[config.mk]
export PLATFORM = sky130hd
export DESIGN_NAME = wb_arbiter
export DESIGN_NICKNAME = d
export VERILOG_FILES = /design/src/rtl/wb_pkg.sv /design/src/rtl/wb_starve_counter.sv /design/src/rtl/wb_arbiter.sv
export SDC_FILE = /design/constraint.sdc
export NUM_CORES = 1
export LEC_CHECK = 0
export CAP_MARGIN = 20
export CORE_UTILIZATION = 35
export CTS_CLUSTER_DIAMETER = 40
export CTS_CLUSTER_SIZE = 14
export DETAILED_ROUTE_END_ITERATION = 8
export PLACE_DENSITY = 0.8
export SLEW_MARGIN = 20
export SYNTH_ARGS = -nofsm -noshare
export SYNTH_HDL_FRONTEND = slang
export SYNTH_SLANG_ARGS = --single-unit
[constraint.sdc]
create_clock -name clk -period 2.3 [get_ports clk]
set_input_delay 0.46 -clock clk [delete_from_list [all_inputs] [get_ports clk]]
set_output_delay 0.46 -clock clk [all_outputs]
set_load 0.01 [all_outputs]
[src/rtl/wb_pkg.sv]
// Shared types and constants for the integer register-file writeback arbiter.
// Source ids double as the wb_src encoding seen by the register file.
package wb_pkg;

    localparam int REG_IDX_W = 5;
    localparam int DATA_W    = 32;
    localparam int CNT_W     = 4;

    typedef enum logic [1:0] {
        SRC_NONE = 2'd0,
        SRC_LOAD = 2'd1,
        SRC_FPU  = 2'd2,
        SRC_ALU  = 2'd3
    } wb_src_e;

    typedef struct packed {
        logic                 we;
        logic [REG_IDX_W-1:0] rd;
        logic [DATA_W-1:0]    data;
        wb_src_e              src;
    } wb_write_t;

    // Writes to x0 are swallowed: the request completes but nothing is presented.
    function automatic wb_write_t make_write(input logic                 hit,
                                            input logic [REG_IDX_W-1:0] rd,
                                            input logic [DATA_W-1:0]    data,
                                            input wb_src_e              src);
        wb_write_t w;
        w = '0;
        if (hit && (rd != '0)) begin
            w.we   = 1'b1;
            w.rd   = rd;
            w.data = data;
            w.src  = src;
        end
        return w;
    endfunction

endpackage

[src/rtl/wb_starve_counter.sv]
// Per-requester starvation counter: counts consecutive denied cycles and
// flags the requester urgent once the count saturates at STARVE_LIMIT.
module wb_starve_counter
    import wb_pkg::*;
#(
    parameter int unsigned STARVE_LIMIT = 4
) (
    input  logic clk,
    input  logic rst,
    input  logic valid,
    input  logic granted,
    output logic urgent
);

    localparam logic [CNT_W-1:0] LIMIT = CNT_W'(STARVE_LIMIT);

    logic [CNT_W-1:0] cnt_p1;

    always_ff @(posedge clk) begin
        if (rst) begin
            cnt_p1 <= '0;
        end else if (!valid || granted) begin
            cnt_p1 <= '0;
        end else if (cnt_p1 != LIMIT) begin
            cnt_p1 <= cnt_p1 + 1'b1;
        end
    end

    assign urgent = (cnt_p1 == LIMIT);

endmodule

[src/rtl/wb_arbiter.sv]
// Fixed-priority (load > fpu > alu) writeback arbiter with starvation guard,
// driving a registered write port into the integer register file.
module wb_arbiter
    import wb_pkg::*;
#(
    parameter int unsigned STARVE_LIMIT = 4
) (
    input  logic                 clk,
    input  logic                 rst,
    input  logic                 load_valid,
    input  logic [REG_IDX_W-1:0] load_rd,
    input  logic [DATA_W-1:0]    load_data,
    output logic                 load_ready,
    input  logic                 fpu_valid,
    input  logic [REG_IDX_W-1:0] fpu_rd,
    input  logic [DATA_W-1:0]    fpu_data,
    output logic                 fpu_ready,
    input  logic                 alu_valid,
    input  logic [REG_IDX_W-1:0] alu_rd,
    input  logic [DATA_W-1:0]    alu_data,
    output logic                 alu_ready,
    output logic                 wb_we,
    output logic [REG_IDX_W-1:0] wb_rd,
    output logic [DATA_W-1:0]    wb_data,
    output logic [1:0]           wb_src
);

    logic load_urgent, fpu_urgent, alu_urgent;
    logic any_urgent;
    logic load_elig, fpu_elig, alu_elig;
    wb_write_t wr_p0;
    wb_write_t wr_p1;

    wb_starve_counter #(.STARVE_LIMIT(STARVE_LIMIT)) u_load_cnt (
        .clk     (clk),
        .rst     (rst),
        .valid   (load_valid),
        .granted (load_ready),
        .urgent  (load_urgent)
    );

    wb_starve_counter #(.STARVE_LIMIT(STARVE_LIMIT)) u_fpu_cnt (
        .clk     (clk),
        .rst     (rst),
        .valid   (fpu_valid),
        .granted (fpu_ready),
        .urgent  (fpu_urgent)
    );

    wb_starve_counter #(.STARVE_LIMIT(STARVE_LIMIT)) u_alu_cnt (
        .clk     (clk),
        .rst     (rst),
        .valid   (alu_valid),
        .granted (alu_ready),
        .urgent  (alu_urgent)
    );

    // Stage p0: grant. When any live requester is urgent, non-urgent ones sit out.
    always_comb begin
        any_urgent = (load_valid && load_urgent) ||
                     (fpu_valid  && fpu_urgent)  ||
                     (alu_valid  && alu_urgent);
        load_elig  = load_valid && (!any_urgent || load_urgent);
        fpu_elig   = fpu_valid  && (!any_urgent || fpu_urgent);
        alu_elig   = alu_valid  && (!any_urgent || alu_urgent);

        load_ready = !rst && load_elig;
        fpu_ready  = !rst && fpu_elig && !load_elig;
        alu_ready  = !rst && alu_elig && !load_elig && !fpu_elig;
    end

    always_comb begin
        wr_p0 = '0;
        if (load_ready) begin
            wr_p0 = make_write(1'b1, load_rd, load_data, SRC_LOAD);
        end else if (fpu_ready) begin
            wr_p0 = make_write(1'b1, fpu_rd, fpu_data, SRC_FPU);
        end else if (alu_ready) begin
            wr_p0 = make_write(1'b1, alu_rd, alu_data, SRC_ALU);
        end
    end

    // Stage p1: registered write port; idle cycles present all zeros.
    always_ff @(posedge clk) begin
        if (rst) begin
            wr_p1 <= '0;
        end else begin
            wr_p1 <= wr_p0;
        end
    end

    assign wb_we   = wr_p1.we;
    assign wb_rd   = wr_p1.rd;
    assign wb_data = wr_p1.data;
    assign wb_src  = wr_p1.src;

endmodule

* After elaboration in Yosys (flattened, before gate mapping)
Index checks and enable logic that the tools add are counted.
** Storage, ports and cells
- Register bits after elaboration :: 52
- Logic and storage cells :: 55
- Input port bits :: 116
** Operators by class
- Add/subtract/negate cells :: 3
- Reductions and logical operators :: 33
- Mux-type cells :: 6
- Eq/ne operators :: 6
** Operators with widths (count)
- 40-bit 2-to-1 mux :: 6
- 5-bit nonzero test :: 3
- 4-bit by 1-bit adder with 4-bit output (second input constant) :: 3
- 4-bit by 3-bit == test with 1-bit output (second input constant) :: 3
- 1-bit logical AND :: 12
- 4-bit by 3-bit inequality test with 1-bit output (second input constant) :: 3
- 1-bit logical OR :: 8
- 1-bit logical NOT :: 7
- 2-bit OR reduction :: 3

* Depth between registers and ports, before layout
- Depth after elaboration :: 13
- Depth in mapped cells :: 10

* Hierarchy
Synthesis repeated with hierarchy kept, for this count alone.
** Unflattened totals
- Cells, all modules :: 224
- Area, all modules :: 2391.0 um2
** Modules (own cells, without submodules)
- wb_arbiter :: sequential area each 800.8 um2, times used 1, area an instance 1749.2 um2, cells each 161
- wb_starve_counter :: sequential area each 80.1 um2, times used 3, area an instance 214.0 um2, cells each 21

* Worst setup path before layout
Ideal clock, no wire load.
- Path kind :: register to register
- Start :: register u_fpu_cnt.cnt_p1[0]
- End :: register wr_p1, in the netlist wb_data[0]
- Setup time :: 0.122 ns
- Setup slack :: 0.354 ns
- Clock period less this slack :: 1.946 ns
- Data required time :: 2.178 ns
- Cell stages (with the launch flop) :: 11
- Arrival time :: 1.824 ns
- Path through :: dfxtp_1 inv_1 ha_1 and3b_1 buf_6 o21bai_4 a21oi_4 o21a_1 buf_6 buf_6 a221o_1
** On the way
- Elaborated cells between the ends (all ways) :: 22
- Classes of those cells :: eq/ne: 1; mux: 3; reduce/logical: 18
** RTL lines
- from (decl) :: RTL line wb_starve_counter.sv:17 : logic [CNT_W-1:0] cnt_p1;
- from (signal assigned) :: RTL line wb_starve_counter.sv:25 : cnt_p1 <= cnt_p1 + 1'b1;
- 4-bit by 3-bit == test with 1-bit output (*) :: RTL line wb_starve_counter.sv:29 : assign urgent = (cnt_p1 == LIMIT);
- 1-bit logical AND :: RTL line wb_arbiter.sv:61 : (fpu_valid && fpu_urgent) ||
- 1-bit logical OR :: RTL line wb_arbiter.sv:60 : any_urgent = (load_valid && load_urgent) ||
- 1-bit logical OR :: RTL line wb_arbiter.sv:61
- 1-bit logical NOT :: RTL line wb_arbiter.sv:63, wb_arbiter.sv:64
- 1-bit logical OR (on tied branches) :: RTL line wb_arbiter.sv:64, wb_arbiter.sv:63
- 1-bit logical AND (on tied branches) :: RTL line wb_arbiter.sv:64, wb_arbiter.sv:63
- 1-bit logical AND or 1-bit logical NOT (tied branches) :: RTL line wb_arbiter.sv:68 : fpu_ready = !rst && fpu_elig && !load_elig;
- 1-bit logical AND (*) :: RTL line wb_arbiter.sv:68
- named net fpu_ready :: RTL line wb_arbiter.sv:17 : output logic fpu_ready,
- 40-bit 2-to-1 mux (*) :: RTL line wb_arbiter.sv:76 : end else if (fpu_ready) begin
- 40-bit 2-to-1 mux (*) :: RTL line wb_arbiter.sv:74 : if (load_ready) begin
- to (signal assigned) :: RTL line wb_arbiter.sv:88 : wr_p1 <= wr_p0;
- to (decl) :: RTL line wb_arbiter.sv:32 : wb_write_t wr_p1;
Mark *: on every way through the listed nets, which the timed path passes. The rest lies on a longest branch.
A chain may end at the register's enable or synchronous reset.

* Final worst setup path
- Start :: register u_alu_cnt.cnt_p1[1]
- End :: output load_ready
** On the way
- Word-level cells in the longest chain between the ends :: 7
** Ends and longest elaborated chain
- from (decl) :: RTL line wb_starve_counter.sv:17
- from (signal assigned) :: RTL line wb_starve_counter.sv:25
- 4-bit by 3-bit == test with 1-bit output :: RTL line wb_starve_counter.sv:29
- 1-bit logical AND :: RTL line wb_arbiter.sv:62 : (alu_valid && alu_urgent);
- 1-bit logical OR :: RTL line wb_arbiter.sv:61
- 1-bit logical NOT :: RTL line wb_arbiter.sv:63 : load_elig = load_valid && (!any_urgent || load_urgent);
- 1-bit logical OR :: RTL line wb_arbiter.sv:63
- 1-bit logical AND :: RTL line wb_arbiter.sv:63
- 1-bit logical AND :: RTL line wb_arbiter.sv:67 : load_ready = !rst && load_elig;
- to (decl) :: RTL line wb_arbiter.sv:13 : output logic load_ready,
No other way between the ends.

==> summary.md <==
| Metric | Value |
|---|---|
| Vias | `about 2400` |
| Chip width | `~84 um` |
| Critical path fanouts, max | `4` |
| Layout Cells excl Fill | `between 400 and 500` |
| Unique masters post-synth | `36` |
| DIE HEIGHT | `83.59 um` |
| Num ports | `159` |
| Clk root buf | `clkbuf_8` |
| Overflow after GRT | `0` |
| Number of diodes | `0` |
| Worst clock skew | `about 0.013 ns` |
| Multi-input gate area | `~0.0012 mm2` |
| Clock buffer depth | `2` |
| Setup ws final | `between 0.015 and 0.02 ns` |
| Worst skew pair latency | `slightly above 0.3 ns` |
| Residual DRC | `0` |
| Synth area leader | `dfxtp_1` |
| Crit path capture type | `primary output` |
| Die area | `between 0.006 and 0.007 mm2` |
| Final Setup Violations | `0` |
| Estimated wirelength of the detail-placed design | `between 5000 and 6000 um` |
| Crit path kind | `flop to primary output` |
| R2R Path End | `wb_data[25]` |
| Htree depth | `2` |
| R2R Setup Slk | `around 0.22 ns` |
| PD cells | `between 400 and 500 mW/mm2` |
| Initial antenna violation count | `0` |
| Starting density of the core | `between 30% and 40%` |
| Minimum clock period | `between 2 and 2.5 ns` |
| Design area | `0.004238 mm2` |
| Worst setup SP type | `flop` |
| Placed instance count | `between 400 and 500` |
| Slew headroom | `61.52%` |
| Layout area overhead | `81.90%` |
| Syn Area/Cell | `between 10 and 15 um2` |
| First-pass GRT wire length | `11450 um` |
| Worst r2r src | `u_fpu_cnt.cnt_p1[1]` |
| Vias per cell | `4.940` |
| R2R depth | `10` |
| Fin util | `around 66%` |
| RSZ-0062 raised after global routing | `true` |
| Largest net degree at the start of global routing | `36` |
| Final WL | `about 7400 um` |
| Maximum vdd drop | `~0.39 mV` |
| Crit path to | `load_ready` |
| Crit-path max cell delay | `about 0.33 ns` |
| Detailed Routing Iterations Pass 1 | `4` |
| DRT iter0 DRCs | `84` |
| CP startpoint | `u_alu_cnt.cnt_p1[1]` |
| Post-Syn Instances | `230` |
| Yosys top cell area share | `~45%` |
| Crit-path cells | `inv_1, ha_4, nand4b_4, buf_4, a21oi_4, nand2b_4, inv_1, dlygate4sd2_1` |
| DR WL/cell | `roughly 15 um` |
| Final #Nets | `about 530` |
| Port Buf Inserts | `~160` |
| Crit path required time | `1.84 ns` |
| Type of the worst min-delay path | `flop to flop` |
| Std cell rows | `29` |
| Fill cells | `around 530` |
| Leakage | `about 0.0017 uW` |
| CTS tree | `done` |
| FF+latch count, synth | `52` |
| Crit-path slowest cell | `dfxtp_1` |
| Maxcap violations | `0` |
| Met1 wire length | `roughly 2700 um` |
| Share of layout cells above drive strength 1 | `12.20%` |
| Area post-placement | `0.004101 mm2` |
| Top Metal Used | `met4` |
| Synth warn | `0` |
| Status | `finished, final reports clean` |
| Routed wl met2 | `between 3000 and 4000 um` |
| Metal3 WL | `~540 um` |
| Synth Cell Area | `approximately 0.0023 mm2` |
| Crit-path most repeated cell | `inv_1` |
| Sequential fraction of the synthesis area | `between 40% and 50%` |
| # hold bufs at CTS | `0` |
| Worst slew pin tran | `about 0.58 ns` |
| Final hold vios | `0` |
| CTS buffer count | `5` |
| Vias in the first global route | `between 2000 and 2500` |
| Syn_nets | `approximately 350` |
| Clock-pin slew on the worst setup and hold paths | `approximately 0.10 ns` |
| Slew Limit Fails | `0` |
| Final period util | `between 90% and 100%` |
| Main area contributors after synthesis | `dfxtp_1 45%, a221o_1 14%, and2_1 8.6%, buf_6 3.9%, ha_1 3.2%` |
| Worst slack at placement | `-0.3212 ns` |
| Routed Antenna Nets | `0` |
| Worst endpoint data arrival time | `between 1.5 and 2 ns` |
| RD Place Congestion | `roughly 0.79` |
| Register Area | `about 0.0010 mm2` |
| Hold_ws | `approximately 0.44 ns` |
| Max Fclk | `about 440 MHz` |
| Core area | `approximately 0.0064 mm2` |
| Total track usage | `approximately a fifth` |
| Clk sink count | `52` |
==> layout by cell type (no fill, tap or decap), types with 5 or more instances in the layout <==
| cell type | instances |
|---|---|
| a221o_1 | 32 |
| a21oi_1 | 7 |
| inv_1 | 7 |
| dfxtp_1 | 50 |
| nand3_1 | 5 |
| nand2b_1 | 6 |
| nor2_1 | 19 |
| clkbuf_8 | 5 |
| clkdlybuf4s50_1 | 154 |
| buf_4 | 24 |
| and2_1 | 32 |
| a311oi_1 | 5 |
| nand2_1 | 12 |
==> through the flow <==
stage | setup TNS, ns | total power, uW
2_1_floorplan | 0 | 1129
3_3_place_gp | -9.283 | 1470
3_5_place_dp | -10.66 | 1480
4_1_cts | -0.01343 | 2034
5_1_grt | -0.07833 | 2116
6_report | 0 | 2014
==> metal layers <==
metal  global-route usage (%)  up-vias
met5                        0        -
met4                    6.934        0
met3                    5.935       14
met2                    38.65      104
met1                    22.50     1100
li1                         -     1188
==> critical path: cells and delay by family (launching register included) <==
family	cells	cell delay, ns
buffers and inverters	4	0.58
DFF	1	0.33
and+or+nand+nor	2	0.25
AOI/OAI and AO/OA	1	0.18
adders and majority gates	1	0.17
==> worst min-delay path by stage <==
stage                                    start                   end  slack (ns)  cells past startpoint
after global placement    u_load_cnt.cnt_p1[0]  u_load_cnt.cnt_p1[0]        0.44                      1
final                     u_load_cnt.cnt_p1[0]  u_load_cnt.cnt_p1[0]        0.44                      1
after floorplan           u_load_cnt.cnt_p1[0]  u_load_cnt.cnt_p1[0]        0.43                      1
after detailed placement  u_load_cnt.cnt_p1[0]  u_load_cnt.cnt_p1[0]        0.45                      1
after CTS                 u_load_cnt.cnt_p1[0]  u_load_cnt.cnt_p1[0]        0.44                      1
after global routing      u_load_cnt.cnt_p1[0]  u_load_cnt.cnt_p1[0]        0.44                      1
==> cells by family after synthesis <==
logic type / synth area share [%]
fa+ha+maj: 3.222
xor+xnor: 1.504
simple gates: 23.74
flops: 44.68
buf+inv: 5.693
compound gates: 20.73
mux: 0.4297
==> layout make-up <==
| cell class | count | area share (%) |
|---|---|---|
| multi-input combinational | 159 | 27.99 |
| tap | 77 | 2.273 |
| clock buffer | 5 | 1.624 |
| sequential | 52 | 24.62 |
| timing repair buffer | 184 | 42.22 |
| inverter | 7 | 0.6200 |
| clock inverter | 3 | 0.6495 |
==> what timing repair did <==
item                       CTS  global route
resized for setup            8             6
setup buffers                0             3
pin swaps                    0             2
setup endpoints to repair   21             3
hold endpoints to repair     0             0
cloned                       0             0
==> flip-flops by register name (all words and copies together), names as in the netlist <==
name,flops
u_load_cnt.cnt_p1,4
wb_rd,5
wb_we,1
wb_data,32
u_alu_cnt.cnt_p1,4
u_fpu_cnt.cnt_p1,4
wb_src,2
==> report_power, final <==
group,leakage [uW],internal (uW),switching [uW],total [uW]
clock network,0.0000463,224,330,554
registers,0.000429,954,16.4,970
logic,0.00118,337,152,489
==> Yosys cell counts, drive strengths merged <==
cell type  number
a21o            1
a21oi           9
a221o          32
a311oi          5
and2           32
and3            1
and3b           2
and4b           1
buf             9
clkbuf          3
dfxtp          52
ha              6
inv             7
mux2i           1
nand2          12
nand2b          8
nand3           5
nand3b          3
nand4b          2
nor2           20
nor2b           1
nor3            4
o21a            2
o21ai           2
o21bai          1
or2             2
or3             1
or4             2
xnor2           3
xor2            1
Power figures use the tool's default switching activity.
